File: src/rtl/c_fifo_pop_scheduler.sv
// Pop-side scheduler for a bank of c_fifos: round-robin grant, packet lock, credit gating.
// Define C_FIFO_POP_SCHEDULER_CREDIT_BYPASS_EN to let a same-cycle credit_return enable a pop at zero credits.
module c_fifo_pop_scheduler #(
   parameter  int num_queues   = 4,
   parameter  int num_credits  = 8,
   parameter  int stall_limit  = 16,
   localparam int credit_width = $clog2(num_credits + 1),
   localparam int stall_width  = $clog2(stall_limit + 1)
) (
   input  logic                    clk,
   input  logic                    reset,
   input  logic [num_queues-1:0]   empty,
   input  logic [num_queues-1:0]   tail,
   input  logic                    credit_return,
   output logic [num_queues-1:0]   pop,
   output logic [credit_width-1:0] credits,
   output logic                    locked,
   output logic [1:0]              errors
);

   localparam int ptr_width = $clog2(num_queues);
   localparam logic [credit_width-1:0] credits_max = credit_width'(num_credits);
   localparam logic [stall_width-1:0]  stall_max   = stall_width'(stall_limit);

   typedef enum logic {IDLE = 1'b0, LOCKED = 1'b1} state_t;

   state_t                  state_q, state_d;
   logic [ptr_width-1:0]    rr_ptr_q, rr_ptr_d;
   logic [ptr_width-1:0]    owner_q, owner_d;
   logic [credit_width-1:0] credits_q, credits_d;
   logic [stall_width-1:0]  stall_cnt_q, stall_cnt_d;
   logic [1:0]              errors_q, errors_d;
   logic                    can_send;
   logic                    pop_any;
   logic                    grant_valid;
   logic [ptr_width-1:0]    grant_idx;
   logic [num_queues-1:0]   pop_raw;

   // Pointers wrap explicitly so a non-power-of-2 queue count never yields an out-of-range index.
   function automatic logic [ptr_width-1:0] ptr_inc(input logic [ptr_width-1:0] p);
      if (int'(p) == num_queues - 1) return '0;
      return p + ptr_width'(1);
   endfunction

   // Returns {found, index} of the first requester at or after start, scanning upward with wrap.
   function automatic logic [ptr_width:0] rr_pick(input logic [ptr_width-1:0] start,
                                                  input logic [num_queues-1:0] req);
      logic [ptr_width:0] res;
      int                 idx;
      res = '0;
      for (int k = num_queues - 1; k >= 0; k--) begin
         idx = int'(start) + k;
         if (idx >= num_queues) idx = idx - num_queues;
         if (req[idx]) res = {1'b1, ptr_width'(idx)};
      end
      return res;
   endfunction

`ifdef C_FIFO_POP_SCHEDULER_CREDIT_BYPASS_EN
   assign can_send = (credits_q != '0) | credit_return;
`else
   assign can_send = (credits_q != '0);
`endif

   assign {grant_valid, grant_idx} = rr_pick(rr_ptr_q, ~empty);

   always_comb begin
      state_d  = state_q;
      rr_ptr_d = rr_ptr_q;
      owner_d  = owner_q;
      pop_raw  = '0;
      case (state_q)
         IDLE: begin
            if (can_send && grant_valid) begin
               pop_raw[grant_idx] = 1'b1;
               if (tail[grant_idx]) begin
                  rr_ptr_d = ptr_inc(grant_idx);
               end else begin
                  state_d = LOCKED;
                  owner_d = grant_idx;
               end
            end
         end
         LOCKED: begin
            if (can_send && !empty[owner_q]) begin
               pop_raw[owner_q] = 1'b1;
               if (tail[owner_q]) begin
                  state_d  = IDLE;
                  rr_ptr_d = ptr_inc(owner_q);
               end
            end
         end
         default: state_d = IDLE;
      endcase
   end

   assign pop_any = |pop_raw;

   always_comb begin
      credits_d   = credits_q;
      errors_d    = errors_q;
      stall_cnt_d = '0;
      if (pop_any && !credit_return) begin
         credits_d = credits_q - credit_width'(1);
      end else if (!pop_any && credit_return) begin
         if (credits_q == credits_max) errors_d[0] = 1'b1;
         else                          credits_d   = credits_q + credit_width'(1);
      end
      if (state_q == LOCKED && empty[owner_q]) begin
         stall_cnt_d = (stall_cnt_q == stall_max) ? stall_cnt_q : stall_cnt_q + stall_width'(1);
      end
      if (stall_cnt_d == stall_max) errors_d[1] = 1'b1;
   end

   always_ff @(posedge clk or negedge reset) begin
      if (!reset) begin
         state_q     <= IDLE;
         rr_ptr_q    <= '0;
         owner_q     <= '0;
         credits_q   <= credits_max;
         stall_cnt_q <= '0;
         errors_q    <= 2'b00;
      end else begin
         state_q     <= state_d;
         rr_ptr_q    <= rr_ptr_d;
         owner_q     <= owner_d;
         credits_q   <= credits_d;
         stall_cnt_q <= stall_cnt_d;
         errors_q    <= errors_d;
      end
   end

   // The strobe is masked during reset so FIFOs never see a pop while the scheduler is held.
   assign pop     = reset ? pop_raw : '0;
   assign credits = credits_q;
   assign locked  = (state_q == LOCKED);
   assign errors  = errors_q;

endmodule

File: config.mk
export PLATFORM = sky130hd
export DESIGN_NAME = c_fifo_pop_scheduler
export DESIGN_NICKNAME = d
export VERILOG_FILES = /design/src/rtl/c_fifo_pop_scheduler.sv
export SDC_FILE = /design/constraint.sdc
export NUM_CORES = 1
export LEC_CHECK = 0
export BUFFER_PORTS_ARGS = -buffer_cell sky130_fd_sc_hd__buf_2
export CORE_ASPECT_RATIO = 0.7
export CORE_MARGIN = 2
export CORE_UTILIZATION = 40
export DETAILED_ROUTE_END_ITERATION = 6
export MAX_ROUTING_LAYER = met4
export PLACE_DENSITY = 0.62
export SLEW_MARGIN = 10
export SYNTH_ARGS = -nofsm -noshare
export SYNTH_HDL_FRONTEND = slang
export SYNTH_SLANG_ARGS = --single-unit
File: constraint.sdc
create_clock -name clk -period 4.15 [get_ports clk]
set_input_delay 0.2075 -clock clk [delete_from_list [all_inputs] [get_ports clk]]
set_output_delay 0.2075 -clock clk [all_outputs]
set_load 0.01 [all_outputs]
==> flow_metrics.py <==
metrics = {
    "timing": {
        "slew_headroom_pct": 67.9,
        "setup_viol": 0,
        "finalCriticalPeriod_ns": 3.32,
        "fmax_mhz": 301,
        "post-route-period-util_pct": 80.1,
        "skew_ns": 0.00168,
        "setup_tns_ns": 0,
        "grt_setup_unrepaired": "no",
        "hold_violations": 0,
        "tightest_slew_ns": 0.481,
        "finalMaxSlewViolations": 0,
    },
    "clock_tree": {
        "htreeDepth": 1,
        "cts_made_buffers": 3,
        "cts_tree": "done",
        "insertion_delay_ns": 0.25,
        "cts_buffer_depth": 2,
        "clock-sinks": 16,
        "cts-root-buf": "clkbuf_8",
        "ctsResizeCount": 0,
        "postCtsSetupRepairBufs": 0,
        "cts.clk_slew.worst_paths_ns": 0.06,
    },
    "global_route": {
        "antenna_found_initial": 0,
        "grt_overflow": 0,
        "grt_max_degree": 18,
        "grt_use_total_pct": 17.1,
        "grt_first_pass_wirelength_um": 4890,
        "grt_pass1_vias": 1056,
    },
    "floorplanning": {
        "core-area_um2": 3170,
        "ios": 22,
        "die-area_um2": 3830,
        "fp.dieH_um": 52.4,
        "initial_core_util_pct": 42.2,
        "fp.dieW_um": 73.1,
        "fp-row-count": 17,
    },
    "cells_and_area": {
        "layout-drive-gt1-share_pct": 25.3,
        "multi_input_area_um2": 882,
        "register_area_um2": 402,
        "fin_nets": 197,
        "nFillCells": 294,
        "syn_to_final_growth_pct": 16.0,
        "num_antenna_cells": 0,
    },
    "setup_path": {
        "critPathKind": "reg -> reg",
        "required_ns": 4.33,
        "startpoint_type": "flip-flop",
        "arrival_ns": 3.51,
        "endpoint_kind": "flip-flop",
        "crit_path_max_fanout": 7,
    },
    "power": {
        "seqPwrFrac_pct": 26.9,
        "internal_power_w": 0.000630,
        "finalPower_w": 0.00115,
        "ir_worst_vdd_uv": 356,
        "combinationalPowerShare_pct": 61.1,
        "p_switching_w": 0.000523,
        "clkPwrFrac_pct": 12.0,
        "power_density_nw_per_um2": 743,
        "p_leak_nw": 0.740,
        "sw_frac_of_total_pct": 45.4,
    },
    "yosys": {
        "yosys_warnings": 0,
        "synth_cells": 145,
        "async_flop_share_pct": 100,
        "syn-cell-area_um2": 1340,
        "synth-seq-cells": 16,
        "yosysUniqueCellTypes": 50,
        "avgSynthCellArea_um2": 9.22,
        "ys.flop_type": "dfrtp_1",
        "synth_edf_count": 0,
        "ys_seq_area_share_pct": 30.1,
        "syn_nets": 171,
    },
    "placed_design": {
        "place.gp.congestion": 0.918,
        "dp.final_hpwl_um": 2360,
        "port_buffers": 21,
    },
    "hold_path": {
        "hold_path.class": "in -> reg",
    },
    "routing": {
        "ant_nets": 0,
        "vias": 1182,
        "via_per_inst": 5.68,
        "drt_iter0_drc": 82,
        "wl_per_cell_um": 14.0,
        "routed_wl_um": 2910,
        "dr.pass1.iters": 4,
        "drc": 0,
    },
    "job": {
        "drv_cap": 0,
    },
    "run_status": {
        "status": "finished clean",
    },
}
layout by cell type (no fill, tap or decap), types with 5 or more instances in the layout:
cell     count
nand3_1      5
dfrtp_1     15
a21oi_1      7
inv_1       12
nand2_1     12
buf_2       21
ha_1        14
nor2_1      15
cell usage after synthesis (2+ instances only):
| cell | instances | area share (%) |
|---|---|---|
| o41ai_1 | 2 | 1.3 |
| o21ai_1 | 2 | 0.75 |
| a311o_1 | 2 | 1.5 |
| ha_1 | 14 | 13 |
| mux2i_1 | 2 | 1.5 |
| nand2b_1 | 2 | 0.94 |
| a22oi_1 | 4 | 2.2 |
| o21ai_0 | 4 | 1.5 |
| nor2_1 | 15 | 4.2 |
| mux2_2 | 3 | 2.5 |
| xor2_1 | 4 | 2.6 |
| nand2_1 | 12 | 3.4 |
| a21oi_1 | 7 | 2.6 |
| a21o_1 | 2 | 1.1 |
| nand4_1 | 2 | 0.94 |
| nand3_1 | 5 | 1.9 |
| dfrtp_1 | 15 | 28 |
| inv_1 | 12 | 3.4 |
| xnor2_1 | 3 | 2.0 |
| a31o_2 | 3 | 2.0 |
routing by layer:
layer / up-vias / GRT usage (%) / routed length (um)
li1: 573 / - / -
met4: 0 / 4.63 / 31
met5: - / - / 0
met3: 4 / 3.85 / 172
met2: 37 / 22.2 / 1200
met1: 568 / 26.1 / 1510
logic make-up after synthesis:
family,count (synthesis),share of synthesized area [%]
AO/OA/AOI/OAI,37,22.2
XOR/XNOR,7,4.59
adder cells (fa/ha/maj),15,14.6
buffers and inverters,14,3.93
flip-flops,16,30.1
multiplexers,6,5.71
AND/OR/NAND/NOR,50,18.9
state kept, by name, summed over array words and instances (netlist names):
name and count:
credits 4, errors 2, locked 1, owner_q 2, rr_ptr_q 2, stall_cnt_q 5
critical path: stages (launching register included):
cell     delay, ns
dfrtp_1       0.46
nor2b_1       0.18
o221a_2       0.25
nor2_1        0.18
inv_1         0.12
ha_1          0.23
o41ai_1       0.33
nand2_1       0.12
and2_1        0.20
ha_1          0.21
ha_1          0.27
a21o_1        0.17
a21oi_1       0.16
xnor2_1       0.08
nor2_1        0.11
xor2_1        0.16
power groups by stage:
stage | combinational (W) | sequential [W] | clock (W)
2_1_floorplan | 0.000526 | 0.000304 | 0
3_3_place_gp | 0.000692 | 0.000310 | 0
3_5_place_dp | 0.000695 | 0.000312 | 0
4_1_cts | 0.000701 | 0.000309 | 0.000142
5_1_grt | 0.000787 | 0.000320 | 0.000148
6_report | 0.000704 | 0.000311 | 0.000138
cell type report:
| class | instances | area share [%] |
|---|---|---|
| multi-input cells | 115 | 56.9 |
| flip-flops and latches | 16 | 25.9 |
| repair buffers | 22 | 7.43 |
| clock buffers | 4 | 3.55 |
| inverters | 13 | 3.15 |
| well taps | 38 | 3.07 |
worst paths after layout:
kind / start / end / slack [ns] / depth (start not counted)
setup reg to reg: rr_ptr_q[1] / credits[3] / 0.83 / 15
hold / removal: credit_return / errors[0] / 0.35 / 3
setup / recovery: rr_ptr_q[1] / credits[3] / 0.83 / 15
max in group asynchronous: reset / credits[3] / 3.45 / 2
hold reg to reg: errors[0] / errors[0] / 0.47 / 1
min in group asynchronous: reset / credits[2] / 0.40 / 2
repair_timing:
item	CTS	global route
endpoints found under the setup margin	0	0
hold endpoints to repair	15	0
hold buffers	1	0
per-stage QoR:
step                util (%)  hold WS (ns)  instance area [um^2]  setup WS (ns)  cells
detailed placement      46.9         0.145                  1490          0.891    203
CTS                     48.9         0.350                  1550          0.851    208
floorplan                  -       -0.0881                  1340           1.15    145
finish                  48.9         0.351                  1550          0.826    208
global placement        46.9         0.142                  1490          0.899    203
global route            48.9         0.366                  1550          0.607    208
(Power assumes the default switching activity.)
